File: config.mk
export PLATFORM = sky130hd
export DESIGN_NAME = pc_unit
export DESIGN_NICKNAME = d
export VERILOG_FILES = /design/src/rtl/cpu_pkg.sv /design/src/rtl/pc_redirect_sel.sv /design/src/rtl/pc_unit.sv
export SDC_FILE = /design/constraint.sdc
export NUM_CORES = 1
export LEC_CHECK = 0
export ABC_AREA = 1
export BUFFER_PORTS_ARGS = -buffer_cell sky130_fd_sc_hd__buf_2
export CORE_MARGIN = 1
export CORE_UTILIZATION = 51
export DETAILED_ROUTE_END_ITERATION = 12
export HOLD_SLACK_MARGIN = 0.08
export PLACE_DENSITY = 0.77
export SLEW_MARGIN = 10
export SYNTH_ARGS = -nofsm -noshare
export SYNTH_HDL_FRONTEND = slang
export SYNTH_HIERARCHICAL = 1
export SYNTH_SLANG_ARGS = --single-unit
File: constraint.sdc
create_clock -name clk -period 2.6 [get_ports clk]
set_input_delay 0.39 -clock clk [delete_from_list [all_inputs] [get_ports clk]]
set_output_delay 0.39 -clock clk [all_outputs]
set_load 0.005 [all_outputs]
File: src/rtl/cpu_pkg.sv
// Shared CPU definitions: redirect priority codes, default vectors, fetch step.
package cpu_pkg;

    // Redirect priority codes: a higher value wins.
    typedef logic [1:0] rd_code_t;
    localparam rd_code_t NONE = 2'd0;
    localparam rd_code_t BR   = 2'd1;
    localparam rd_code_t ERET = 2'd2;
    localparam rd_code_t EXC  = 2'd3;

    localparam logic [31:0] DEF_RESET_VEC = 32'h0000_0000;
    localparam logic [31:0] DEF_EXC_VEC   = 32'h0000_0080;
    localparam int unsigned DEF_STEP      = 4;

    // The HOLD state is the only place where a redirect is buffered.
    typedef enum logic {
        RUN  = 1'b0,
        HOLD = 1'b1
    } pc_state_t;

endpackage

File: src/rtl/pc_redirect_sel.sv
// Combinational redirect arbiter: picks the highest-priority request and
// aligns its target to the fetch step.
import cpu_pkg::*;

module pc_redirect_sel #(
    parameter int unsigned      WIDTH   = 32,
    parameter logic [WIDTH-1:0] EXC_VEC = WIDTH'(DEF_EXC_VEC),
    parameter int unsigned      STEP    = DEF_STEP
) (
    input  logic             exc_valid,
    input  logic             eret_valid,
    input  logic             br_valid,
    input  logic [WIDTH-1:0] br_target,
    input  logic [WIDTH-1:0] epc,
    output logic             sel_valid,
    output logic [WIDTH-1:0] sel_target,
    output rd_code_t         sel_code
);

    // STEP is a power of two, so STEP-1 covers exactly the bits to clear.
    localparam logic [WIDTH-1:0] ALIGN_MASK = ~(WIDTH'(STEP) - WIDTH'(1));

    logic [WIDTH-1:0] raw_target;

    // Fixed priority: exception, then exception return, then branch.
    always_comb begin
        raw_target = '0;
        sel_code   = NONE;
        if (exc_valid) begin
            raw_target = EXC_VEC;
            sel_code   = EXC;
        end else if (eret_valid) begin
            raw_target = epc;
            sel_code   = ERET;
        end else if (br_valid) begin
            raw_target = br_target;
            sel_code   = BR;
        end
        sel_valid  = (sel_code != NONE);
        sel_target = raw_target & ALIGN_MASK;
    end

endmodule

File: src/rtl/pc_unit.sv
// Fetch-stage program counter with prioritised redirects, a one-entry
// pending-redirect buffer for stalls, EPC capture and an epoch tag.
import cpu_pkg::*;

module pc_unit #(
    parameter int unsigned      WIDTH     = 32,
    parameter logic [WIDTH-1:0] RESET_VEC = WIDTH'(DEF_RESET_VEC),
    parameter logic [WIDTH-1:0] EXC_VEC   = WIDTH'(DEF_EXC_VEC),
    parameter int unsigned      STEP      = DEF_STEP,
    parameter int unsigned      EPOCH_W   = 2
) (
    input  logic               clk,
    input  logic               rst,
    input  logic               stall,
    input  logic               br_valid,
    input  logic [WIDTH-1:0]   br_target,
    input  logic               exc_valid,
    input  logic               eret_valid,
    output logic [WIDTH-1:0]   pc_out,
    output logic               pc_valid,
    output logic [EPOCH_W-1:0] epoch,
    output logic [WIDTH-1:0]   epc_out,
    output logic               pend_valid
);

    pc_state_t          state_q, state_d;
    logic [WIDTH-1:0]   pc_q, pc_d;
    logic               pc_valid_q, pc_valid_d;
    logic [EPOCH_W-1:0] epoch_q, epoch_d;
    logic [WIDTH-1:0]   epc_q, epc_d;
    logic [WIDTH-1:0]   pend_target_q, pend_target_d;
    rd_code_t           pend_code_q, pend_code_d;

    logic               sel_valid;
    logic [WIDTH-1:0]   sel_target;
    rd_code_t           sel_code;
    logic               take;

    pc_redirect_sel #(
        .WIDTH   (WIDTH),
        .EXC_VEC (EXC_VEC),
        .STEP    (STEP)
    ) u_sel (
        .exc_valid  (exc_valid),
        .eret_valid (eret_valid),
        .br_valid   (br_valid),
        .br_target  (br_target),
        .epc        (epc_q),
        .sel_valid  (sel_valid),
        .sel_target (sel_target),
        .sel_code   (sel_code)
    );

    // Next-state: sync reset, reset-release edge, then redirect/stall handling.
    always_comb begin
        state_d       = state_q;
        pc_d          = pc_q;
        pc_valid_d    = pc_valid_q;
        epoch_d       = epoch_q;
        epc_d         = epc_q;
        pend_target_d = pend_target_q;
        pend_code_d   = pend_code_q;
        // In HOLD a new request must match or beat the buffered one.
        take          = sel_valid && ((state_q == RUN) || (sel_code >= pend_code_q));

        if (!rst) begin
            state_d       = RUN;
            pc_d          = RESET_VEC;
            pc_valid_d    = 1'b0;
            epoch_d       = '0;
            epc_d         = '0;
            pend_target_d = '0;
            pend_code_d   = NONE;
        end else if (!pc_valid_q) begin
            // Release edge: go live without stepping; requests are ignored.
            pc_valid_d = 1'b1;
        end else begin
            if (take) begin
                epoch_d = epoch_q + EPOCH_W'(1);
                if (sel_code == EXC) begin
                    epc_d = pc_q;
                end
            end
            if (stall) begin
                if (take) begin
                    pend_target_d = sel_target;
                    pend_code_d   = sel_code;
                    state_d       = HOLD;
                end
            end else begin
                if (take) begin
                    pc_d = sel_target;
                end else if (state_q == HOLD) begin
                    pc_d = pend_target_q;
                end else begin
                    pc_d = pc_q + WIDTH'(STEP);
                end
                pend_code_d = NONE;
                state_d     = RUN;
            end
        end
    end

    // State registers.
    always_ff @(posedge clk) begin
        state_q       <= state_d;
        pc_q          <= pc_d;
        pc_valid_q    <= pc_valid_d;
        epoch_q       <= epoch_d;
        epc_q         <= epc_d;
        pend_target_q <= pend_target_d;
        pend_code_q   <= pend_code_d;
    end

    assign pc_out     = pc_q;
    assign pc_valid   = pc_valid_q;
    assign epoch      = epoch_q;
    assign epc_out    = epc_q;
    assign pend_valid = (state_q == HOLD);

endmodule

== Word level (Yosys, flattened, before mapping) ==
Index checks and enable logic that the tools add are counted.

* Bits in registers: 100
* Input bits: 38
* Output and inout port bits: 68
* Logic and storage cells: 35

* $add $sub $neg: 2
* $lt $le $gt $ge: 1
* Equal/unequal tests: 2
* Mux-type cells: 13
* Bitwise gates (word level): 2
* Reduce and logical (&&, ||, !) cells: 8

{| class="wikitable"
|+ Operators by type and width
! operator !! count
|-
| $mux 32 || 5
|-
| $add 32x3->32 const B || 1
|-
| $mux 2 || 4
|-
| $reduce_and 2->1 || 3
|-
| $reduce_and 3->1 || 2
|-
| $mux 1 || 4
|-
| $add 2x1->2 const B || 1
|-
| $eq 2x2->1 const B || 1
|-
| $ge 2x2->1 || 1
|-
| $ne 2x1->1 const B || 1
|-
| $not 1->1 || 2
|-
| $reduce_bool 2->1 || 1
|-
| $logic_and 1x1->1 || 1
|-
| $logic_or 1x1->1 || 1
|}

== Depth between registers and ports, before layout ==
Gate-level depths: netlist of the first run.

* Depth after elaboration: 8
* Mapped depth: 16
* Mapped depth without buffers: 12

== By module ==
The synthesis of the first run kept the hierarchy.

{| class="wikitable"
|+ Modules (own cells, without submodules)
! module !! instances !! cells each !! area each (um^2) !! seq. area each (um^2)
|-
| pc_unit || 1 || 792 || 5203.7 || 2042.0
|-
| pc_redirect_sel || 1 || 112 || 849.6 || 0.0
|}

== Worst setup path before layout of the first run ==
Ideal clock, no wire load.

* Kind: input-to-reg
* From: input eret_valid
* To: register epc_q[24] (netlist: epc_out[24])
* Arrival time: 2.476 ns
* Data required time: 2.468 ns
* Path slack: -0.008 ns
* Stages: 15
* Cells stage by stage: buf_6 > buf_2 > o21bai_1 > clkbuf_1 > buf_1 > inv_1 > ha_1 > o21ai_1 > nand2_1 > nand2_2 > nor2_4 > buf_6 > buf_4 > nand4_1 > a21oi_1

* Word-level cells in the longest chain between the ends: 6

{| class="wikitable"
|+ RTL lines
! element !! line !! text
|-
| start, declared || pc_unit.sv:18 || <nowiki>input logic eret_valid,</nowiki>
|-
| $mux 2 (*) || pc_redirect_sel.sv:32 || <nowiki>end else if (eret_valid) begin</nowiki>
|-
| $mux 2 (*) || pc_redirect_sel.sv:29 || <nowiki>if (exc_valid) begin</nowiki>
|-
| via sel_code[0] || pc_unit.sv:36 || <nowiki>rd_code_t sel_code;</nowiki>
|-
| $ge 2x2->1 || pc_unit.sv:64 || <nowiki>take = sel_valid && ((state_q == RUN) || (sel_code >= pend_code_q));</nowiki>
|-
| $logic_or 1x1->1 || pc_unit.sv:64 ||
|-
| $logic_and 1x1->1 || pc_unit.sv:64 ||
|-
| $reduce_and 3->1 (no source line) (*) || -- ||
|-
| end signal, assigned || pc_unit.sv:110 || <nowiki>epc_q <= epc_d;</nowiki>
|-
| end, declared || pc_unit.sv:30 || <nowiki>logic [WIDTH-1:0] epc_q, epc_d;</nowiki>
|}

The timed path passes the listed nets; every way through them passes the cells marked *.
A chain may end at the register's enable or synchronous reset.

== Worst setup path in the final report of the first run ==
* From: register pc_q[2] (netlist: pc_out[2])
* To: register pc_q[24] (netlist: pc_out[24])

* Word-level cells in the longest chain between the ends: 3

{| class="wikitable"
|+ RTL lines
! element !! line !! text
|-
| start, declared || pc_unit.sv:27 || <nowiki>logic [WIDTH-1:0] pc_q, pc_d;</nowiki>
|-
| start signal, assigned || pc_unit.sv:107 || <nowiki>pc_q <= pc_d;</nowiki>
|-
| $add 32x3->32 || pc_unit.sv:96 || <nowiki>pc_d = pc_q + WIDTH'(STEP);</nowiki>
|-
| $mux 32 || pc_unit.sv:93 || <nowiki>end else if (state_q == HOLD) begin</nowiki>
|-
| $mux 32 || pc_unit.sv:91 || <nowiki>if (take) begin</nowiki>
|}

Every way passes these cells.

==> results of run 1 <==
==> power by group through the flow <==
stage / logic, W / registers, W / clock network (W)
after CTS: 0.000496 / 0.00166 / 0.00135
after global routing: 0.000551 / 0.00167 / 0.00143
final: 0.000504 / 0.00166 / 0.00134
after global placement: 0.000489 / 0.00170 / 0
after detailed placement: 0.000495 / 0.00170 / 0
after floorplan: 0.000338 / 0.00168 / 0
==> area by class of cell <==
cell class / count / area [sq um] / area share (%)
sequential: 102 / 2042 / 29.59
timing repair buffer: 132 / 745.7 / 10.81
multi-input combinational: 669 / 3379 / 48.98
tap: 143 / 178.9 / 2.593
clock buffer: 11 / 242.7 / 3.518
inverter: 70 / 265.3 / 3.844
clock inverter: 5 / 46.29 / 0.6709
==> routing by layer <==
| layer | part of all wire (%) | vias to the layer above | track usage, % | wire length (microns) |
|---|---|---|---|---|
| li1 | - | 3123 | - | - |
| met1 | 46 | 2988 | 43.53 | 8366 |
| met2 | 44 | 305 | 46.04 | 8014 |
| met3 | 8.9 | 29 | 5.030 | 1631 |
| met4 | 1.9 | 0 | 10.05 | 348 |
| met5 | 0 | - | 0 | 0 |
==> cells in the final DEF, fill, tap and decap left out, types with 3 or more instances in the layout <==
cell type	count
a21oi_1	99
a21oi_2	29
buf_2	103
buf_4	28
clkbuf_16	9
dfxtp_1	102
ha_1	3
inv_1	67
inv_6	3
nand2_1	278
nand2_2	4
nand3_1	58
nand3_2	30
nand4_1	34
nor2_1	43
nor2_2	5
nor2_4	5
o21ai_0	52
o21ai_1	5
xnor2_1	3
xor2_1	6
==> worst max-delay path: cells and delay by family, from the launching register on <==
family	cells	cell delay, ps
compound gates	1	70
simple gates	8	1020
fa+ha+maj	1	220
flops	1	440
==> state kept, by name (all words and copies together), names as in the netlist <==
signal / cells
epc_out: 32
pc_out: 32
pend_target_q: 32
epoch: 2
pend_code_q: 2
pc_valid: 1
pend_valid: 1
==> per-stage QoR <==
step	power [W]	setup WS (ps)	cell area, sq um	utilization (%)
after detailed placement	0.002192	463.1	6611	57.41
after global placement	0.002185	487.2	6611	57.41
after CTS	0.003503	767.0	6900	59.92
final	0.003507	733.9	6900	59.92
after floorplan	0.002021	86.29	6058	-
after global routing	0.003646	578.9	6900	59.92
==> logic make-up after synthesis <==
group,after synthesis,synth area share (%)
AOI/OAI and AO/OA,190,17.76
xor gates and xnor gates,9,1.302
adders and majority gates,3,0.6202
buffers and inverters,134,10.56
DFF,102,33.73
other,1,0.06195
and+or+nand+nor,465,35.96
==> final timing paths <==
kind	end	slack [ps]
worst max-delay path	pc_out[24]	730
worst min-delay path	pend_target_q[29]	440
worst max register to register	pc_out[24]	730
worst min register to register	pend_target_q[7]	450
==> results.yml, run 1 <==
global_route:
  grt_pass1_vias: 5785
  grt_overflow: 0
  grt_usage_pct: 30.35
  antenna_found_initial: 0
  grt_pass1_wl_mm: 29.93
  grt_start_max_net_pins: 36
power_and_ir_drop:
  p_leak_nw: 2.877
  clkPwrFrac_pct: 38.2
  p_int_w: 0.002470
  combPwrFrac_pct: 14.4
  p_switching_w: 0.001037
  p_seq_share_pct: 47.4
  powerDensity_nw_per_um2: 508.2
  switching_share_pct: 29.57
  ir_drop_uv: 295.1
timing:
  hold_slack_ps: 443.2
  clock.fmax_ghz: 0.5359
  fin_crit_sh_pct: 71.77
  tns_ps: 0
  final-setup-viol-count: 0
  finalClockSkew_ps: 12.98
  report.final.slew_viol_count: 0
  min_period_ps: 1866
  tightest_slew_ps: 529.1
  hold_viol: 0
  rsz0062_at_grt: "no"
  slew_headroom_pct: 64.73
floorplan:
  die_w_microns: 110.9
  fp.coreArea_sq_um: 11520
  start_util_pct: 52.56
  die_y_microns: 110.9
  std_cell_rows: 39
  dieArea_sq_um: 12310
  num_io_pins: 106
yosys:
  syn_inst: 904
  syn_area_sq_um: 6053
  synth_top_area_share_pct: 33.73
  ys_ff_latch: 102
  synthArstFlopShare_pct: 0
  ys_warn_count: 6
  synth.top_cells.by_count: "nand2_1 (278), dfxtp_1 (102), a21oi_1 (99)"
  seq_area_frac_synth_pct: 33.73
  syn_avg_cell_area_sq_um: 6.696
  synth_edf_count: 0
  synth_largest_area_cell: "dfxtp_1"
  yosysMostFrequentCell: "nand2_1"
  synthFlopType: "dfxtp_1"
  synth_cell_types: 35
  synthTopCellsByArea: "dfxtp_1 (34%), nand2_1 (17%), a21oi_1 (8.2%)"
clock_tree:
  cts-resized-gates: 0
  numCtsBuffers: 9
  clock-sinks: 102
  cts_tree: "yes"
  cts_max_path_buffers: 2
  post_cts_buffers: 0
  ctsHoldBuffers: 0
  insertion_delay_ps: 340
  root_buffer: "clkbuf_16"
  path_clk_slew_ps: 70
  htree_num_levels: 3
setup_path:
  reg2reg_from: "pc_out[2]"
  end_kind: "flip-flop"
  path_class: "reg2reg"
  crit_arrival_ps: 2090
  required_ps: 2820
  cp_cell_sequence: "ha_1 > nand2_1 > nor2_4 > nand2_1 > nor2_2 > nand3_1 > nand3_1 > nand2_1 > nand2_1 > o21ai_0"
  startpoint: "pc_out[2]"
  cpMaxStageDelayCell: "dfxtp_1"
  cpPeakStageDelay_ps: 440
  ff2ff_path_depth: 10
  crit_fanout: 6
  crit_top_cell: "nand2_1"
  crit_path_start_kind: "flip-flop"
worst_hold_path:
  hold_depth: 5
  hp-class: "in2reg"
  worstHoldStart: "br_target[29]"
detailed_routing:
  post_drt_wl_per_cell_microns: 16.22
  drtPass1Iterations: 9
  antenna_left: 0
  drt_iter0_drc: 566
  vias_per_cell: 5.693
  totalWireLength_mm: 18.36
  drcViolationCount: 8
  via_count: 6445
job:
  maxCapViolations: 0
placed_design:
  gp_congestion: 0.9287
  io_buffers: 103
  dp_hpwl_mm: 12.78
  dp.cells: 1116
run_status:
  violations: "design-rule violations"
  status: "complete, but fails checks"
layout:
  area_delta_synth_final_pct: 13.99
  fillers: 1109
  drive_gt1_share_pct: 22.95
  n_antenna_cell: 0
  fin_cells: 1132
  nets: 1025
Power figures use the tool's default switching activity.
==> run 2, diff against run 1 <==
==> constraint.sdc (replaced) <==
create_clock -name clk -period 1.7 [get_ports clk]
set_input_delay 0.255 -clock clk [delete_from_list [all_inputs] [get_ports clk]]
set_output_delay 0.255 -clock clk [all_outputs]
set_load 0.005 [all_outputs]
==> run 2 against run 1 <==
  * The flow finishes with violations (design-rule violations, negative setup slack)
  * Sequential share of layout area down 3.0 points
  * Final area is 12% higher
  * Non-clock buffer count up 46
  * Setup slack worse by 760 ps
  * Count of clock-buffer cells in the layout increased by 2
  * Largest power group unchanged
==> results.yml, run 2 (same netlist as run 1, synthesis figures left out) <==
layout:
  drive_gt1_share_pct: 31.01
  nets: 1071
  finalInstanceArea_sq_um: 7704
  final_common_cell: "nand2_1"
  area_delta_synth_final_pct: 27.26
  fillers: 962
  n_antenna_cell: 0
  final_cell_mix: "nand2_1 (266), buf_2 (103), dfxtp_1 (99)"
global_route:
  grt_pass1_vias: 6041
  grt_start_max_net_pins: 57
  grt_usage_pct: 31.95
  grt_pass1_wl_mm: 31.28
  antenna_found_initial: 0
  grt_overflow: 0
setup_path:
  crit_family: "simple AND/OR/NAND/NOR gates"
  path_class: "reg2reg"
  crit_top_cell: "nand2_1"
  crit_arrival_ps: 1950
  end_kind: "flip-flop"
  r2r_slack_ps: -30
  cpMaxStageDelayCell: "dfxtp_2"
  cp_cell_sequence: "inv_2 > ha_4 > o21ai_2 > nand2_1 > nand2_2 > nor2_4 > buf_6 > nand3_4 > buf_12 > nand2_1 > a21oi_1"
  crit_path_start_kind: "flip-flop"
  required_ps: 1930
  path_buf_inv: 3
  crit_fanout: 18
  cpPeakStageDelay_ps: 340
clock_tree:
  numCtsBuffers: 9
  htree_num_levels: 3
  path_clk_slew_ps: 70
  cts_max_path_buffers: 2
  insertion_delay_ps: 350
  cts_tree: "yes"
  ctsHoldBuffers: 0
  clock-sinks: 102
  root_buffer: "clkbuf_16"
detailed_routing:
  via_count: 6802
  drt_iter0_drc: 603
  antenna_left: 0
  post_drt_wl_per_cell_microns: 17.67
  vias_per_cell: 5.774
  drcViolationCount: 2
  drtPass1Iterations: 9
  totalWireLength_mm: 20.82
timing:
  hold_slack_ps: 291.1
  fin_crit_sh_pct: 101.7
  rsz0062_at_grt: "yes"
  min_period_ps: 1729
  final-setup-viol-count: 7
  clock.fmax_ghz: 0.5785
  setup_slack_ps: -28.55
  report.final.slew_viol_count: 0
  finalClockSkew_ps: 7.702
  hold_viol: 0
placed_design:
  dpl-instance-area_sq_um: 7013
  io_buffers: 103
  gp_congestion: 0.9065
  dp_hpwl_mm: 13.80
floorplan:
  std_cell_rows: 39
  num_io_pins: 106
  dieArea_sq_um: 12310
  fp.coreArea_sq_um: 11520
  die_w_microns: 110.9
  die_y_microns: 110.9
  start_util_pct: 52.56
power_and_ir_drop:
  p_int_w: 0.004078
  switching_share_pct: 28.49
  ir_drop_uv: 492.0
  clkPwrFrac_pct: 37.9
  p_switching_w: 0.001625
  p_seq_share_pct: 44.2
  p_leak_nw: 3.250
  combPwrFrac_pct: 17.9
  powerDensity_nw_per_um2: 740.3
job:
  maxCapViolations: 0
run_status:
  violations: "design-rule violations, negative setup slack"
  status: "complete, but fails checks"
worst_hold_path:
  hp-class: "in2reg"
[run 2: cell count changes in the layout (fill, tap and decap cells not counted), sizes merged]
cell	before	now
buf	132	175
clkbuf	11	16
inv	73	69
bufinv	0	1
clkinvlp	0	1
[run 2: area by class of cell]
cell class	instances	area (sq um)	area share, %
clock buffer	13	260.3	3.378
multi-input combinational	669	3600	46.73
clock inverter	3	42.54	0.5522
tap	143	178.9	2.323
inverter	70	265.3	3.443
sequential	102	2046	26.56
timing repair buffer	178	1311	17.02
[run 2: stage by stage]
stage	setup slack (ps)	total power [W]	util (%)	cells	TNS, ps
final	-28.55	0.005703	66.89	1178	-83.72
after global routing	-97.84	0.005866	66.89	1178	-2708
after CTS	6.980	0.005547	63.56	1168	0
after detailed placement	-267.2	0.003437	60.90	1152	-17240
after global placement	-192.8	0.003425	60.90	1152	-12250
after floorplan	-379.4	0.003129	-	905	-34380
[run 2: what timing repair did]
item | in CTS | in global routing
buffers inserted | 0 | 6
gates cloned | 0 | 4
pin swaps | 1 | 6
endpoints found under the setup margin | 6 | 87
gates resized for setup | 1 | 67
[run 2: power by group through the flow]
stage	registers, W	logic (W)	clock network [W]
after global placement	0.00257	0.000856	0
final	0.00252	0.00102	0.00216
after detailed placement	0.00257	0.000866	0
after CTS	0.00252	0.000873	0.00216
after global routing	0.00253	0.00109	0.00225
after floorplan	0.00257	0.000555	0
[run 2: tightest hold or removal path: cells and delay by family]
kind / cells / cell delay [ps]
AOI/OAI and AO/OA: 2 / 100
buffers and inverters: 1 / 100
and+or+nand+nor: 2 / 130
[run 2: path summary, 6_finish.rpt]
| path | to | cells after the start | startpoint |
|---|---|---|---|
| min | pend_target_q[30] | 5 | br_target[30] |
| max reg2reg | epc_out[15] | 11 | pend_code_q[1] |
| min reg2reg | pend_target_q[7] | 2 | pend_target_q[7] |
| max | epc_out[15] | 11 | pend_code_q[1] |
[run 2: metal layers]
layer	vias up	global-route usage (%)	routed length, microns
li1	3225	-	-
met1	3131	44.48	8662
met2	395	47.67	9309
met3	51	8.037	2343
met4	0	11.23	500
met5	-	0	0
==> run 3, diff against run 2 <==
--- a/config.mk
+++ b/config.mk
@@ -8,12 +8,11 @@
 export ABC_AREA = 1
 export BUFFER_PORTS_ARGS = -buffer_cell sky130_fd_sc_hd__buf_2
 export CORE_MARGIN = 1
-export CORE_UTILIZATION = 51
+export CORE_UTILIZATION = 50
 export DETAILED_ROUTE_END_ITERATION = 12
 export HOLD_SLACK_MARGIN = 0.08
-export PLACE_DENSITY = 0.77
+export PLACE_DENSITY = 0.76
 export SLEW_MARGIN = 10
 export SYNTH_ARGS = -nofsm -noshare
 export SYNTH_HDL_FRONTEND = slang
-export SYNTH_HIERARCHICAL = 1
 export SYNTH_SLANG_ARGS = --single-unit
==> run 3 against run 2 <==
  * The flow finishes with violations (negative setup slack)
  * Synthesized cell count fell by 5.3%
  * Combinational power barely moved
  * Flip-flop and latch count fell by 6
  * Area after synthesis fell by 12%
  * Final cell count shrank 4.7%
  * Clock power fell by 27%
==> results.yml, run 3 <==
clock_tree:
  clock-sinks: 96
  cts_tree: "yes"
  ctsHoldBuffers: 0
  insertion_delay_ps: 380
  htree_num_levels: 3
  numCtsBuffers: 9
  path_clk_slew_ps: 90
  cts_max_path_buffers: 2
  root_buffer: "clkbuf_8"
detailed_routing:
  via_count: 6297
  drt_iter0_drc: 739
  vias_per_cell: 5.607
  post_drt_wl_per_cell_microns: 16.38
  totalWireLength_mm: 18.39
  drcViolationCount: 0
  antenna_left: 0
  drtPass1Iterations: 7
setup_path:
  cp_cell_sequence: "inv_2 > ha_4 > o21ai_2 > nand2_1 > nand2_2 > nor2_4 > buf_12 > nand2_8 > buf_12 > clkinv_8 > nand2_2 > a21oi_2"
  crit_fanout: 5
  r2r-end: "pend_target_q[6]"
  required_ps: 2000
  path_buf_inv: 4
  cpMaxStageDelayCell: "dfxtp_2"
  end_kind: "flip-flop"
  crit_path_start_kind: "flip-flop"
  crit_family: "simple AND/OR/NAND/NOR gates"
  cpPeakStageDelay_ps: 350
  path_class: "reg2reg"
  reg2reg_from: "pend_code_q[1]"
  r2r_slack_ps: -40
  crit_arrival_ps: 2040
  ff2ff_path_depth: 12
floorplan:
  std_cell_rows: 37
  fp.coreArea_sq_um: 10320
  start_util_pct: 51.63
  dieArea_sq_um: 11080
  num_io_pins: 106
  die_w_microns: 105.3
  die_y_microns: 105.3
placed_design:
  dp_slack_ps: -196.3
  gp_congestion: 0.8905
  io_buffers: 99
  dp_hpwl_mm: 12.06
yosys:
  synth_top_area_share_pct: 36.06
  synth_cell_types: 28
  synth.top_cells.by_count: "nand2_1 (235), a21oi_1 (132), nor2_1 (97)"
  syn_area_sq_um: 5330
  synth_edf_count: 0
  syn_inst: 856
  synthTopCellsByArea: "dfxtp_1 (36%), nand2_1 (17%), a21oi_1 (12%)"
  seq_area_frac_synth_pct: 36.06
  yosysMostFrequentCell: "nand2_1"
  synthFlopType: "dfxtp_1"
  synth_largest_area_cell: "dfxtp_1"
  ys_warn_count: 0
  syn_avg_cell_area_sq_um: 6.227
  synthArstFlopShare_pct: 0
  ys_ff_latch: 96
power_and_ir_drop:
  powerDensity_nw_per_um2: 716.1
  p_leak_nw: 3.121
  ir_drop_uv: 417.6
layout:
  regArea_sq_um: 1928
  final_common_cell: "nand2_1"
  post-route-util_pct: 68.03
  final_cell_mix: "nand2_1 (229), a21oi_1 (100), buf_2 (99)"
  nets: 1023
  drive_gt1_share_pct: 27.96
  n_antenna_cell: 0
  multi_input_area_sq_um: 3192
  area_delta_synth_final_pct: 31.76
  fillers: 883
global_route:
  grtUsageMet3_pct: 5.380
  grt_pass1_wl_mm: 26.54
  antenna_found_initial: 0
  grt_start_max_net_pins: 36
  grt_overflow: 0
  grt_pass1_vias: 5192
  globalRouteMet1Util_pct: 46.09
  busiest_layer: "met1"
  grt_util_met2_pct: 44.03
  grt_usage_pct: 30.19
timing:
  report.final.slew_viol_count: 0
  min_period_ps: 1737
  clock.fmax_ghz: 0.5757
  setup_slack_ps: -37.06
  fin_crit_sh_pct: 102.2
  rsz0062_at_grt: "yes"
  finalClockSkew_ps: 17.04
  hold_viol: 0
  final-setup-viol-count: 10
  tns_ps: -83.95
  hold_slack_ps: 186.8
job:
  maxCapViolations: 0
run_status:
  status: "complete, but fails checks"
  violations: "negative setup slack"
worst_hold_path:
  holdPathEnd: "pc_valid"
  hp-class: "in2reg"
  hold_depth: 1
  worstHoldStart: "rst"
-- run 3: changes by cell type after synthesis, sizes merged, moves of 3 or more --
| cell | previous run | this run |
|---|---|---|
| clkbuf | 23 | 20 |
| nand2 | 282 | 239 |
| nand3 | 88 | 54 |
| buf | 41 | 31 |
| nand4 | 34 | 0 |
| a31oi | 0 | 4 |
| o21ai | 57 | 71 |
| a21oi | 128 | 132 |
| nor2 | 53 | 103 |
| inv | 70 | 83 |
| dfxtp | 102 | 96 |
| o211ai | 2 | 7 |
-- run 3: per-stage QoR --
step	instance area (sq um)	std cells	total power, W
finish	7023	1123	0.005029
global placement	6335	1093	0.003317
global route	7023	1123	0.005214
CTS	6534	1109	0.004847
floorplan	5537	859	0.003002
detailed placement	6335	1093	0.003328
-- run 3: worst max-delay path by stage --
stage	cells past startpoint	end	startpoint
floorplan	14	epc_out[2]	br_valid
global placement	13	pend_target_q[4]	br_valid
detailed placement	12	pend_target_q[24]	eret_valid
CTS	11	epc_out[6]	pend_code_q[1]
global route	12	pend_target_q[6]	pend_code_q[1]
finish	12	pend_target_q[6]	pend_code_q[1]
-- run 3: logic make-up (layout without fill, tap and decap cells) --
kind of cell	count (synthesis)	count (layout)	share of synthesized area, %
buf+inv	134	261	10.75
compound gates	216	216	20.87
xor+xnor	6	6	0.9859
fa+ha+maj	3	3	0.7043
other cells	1	4	0.07035
flops	96	96	36.06
simple gates	400	401	30.56
-- run 3: what timing repair did --
action,in CTS,in global routing
setup buffers,0,5
resized for setup,0,70
setup endpoints to repair,0,68
-- run 3: report_power, final --
group	internal (W)	switching [W]	leakage, nW	total [W]
Combinational	0.000411	0.000613	2.24	0.00102
Sequential	0.00235	0.0000862	0.785	0.00244
Clock	0.000726	0.000842	0.0928	0.00157
-- run 3: final cells by class --
type	instances	area share (%)
Sequential cell	96	27.45
Timing Repair inverter	1	0.2316
Multi-Input combinational cell	630	45.45
Timing Repair Buffer	161	16.82
Clock inverter	4	0.7661
Inverter	83	4.792
Clock buffer	12	2.067
Tap cell	136	2.423
-- run 3: routing by layer --
layer / part of all wire [%] / up-vias
li1: - / 2992
met1: 44 / 2936
met2: 44 / 341
met3: 10 / 28
met4: 1.7 / 0
met5: 0 / -
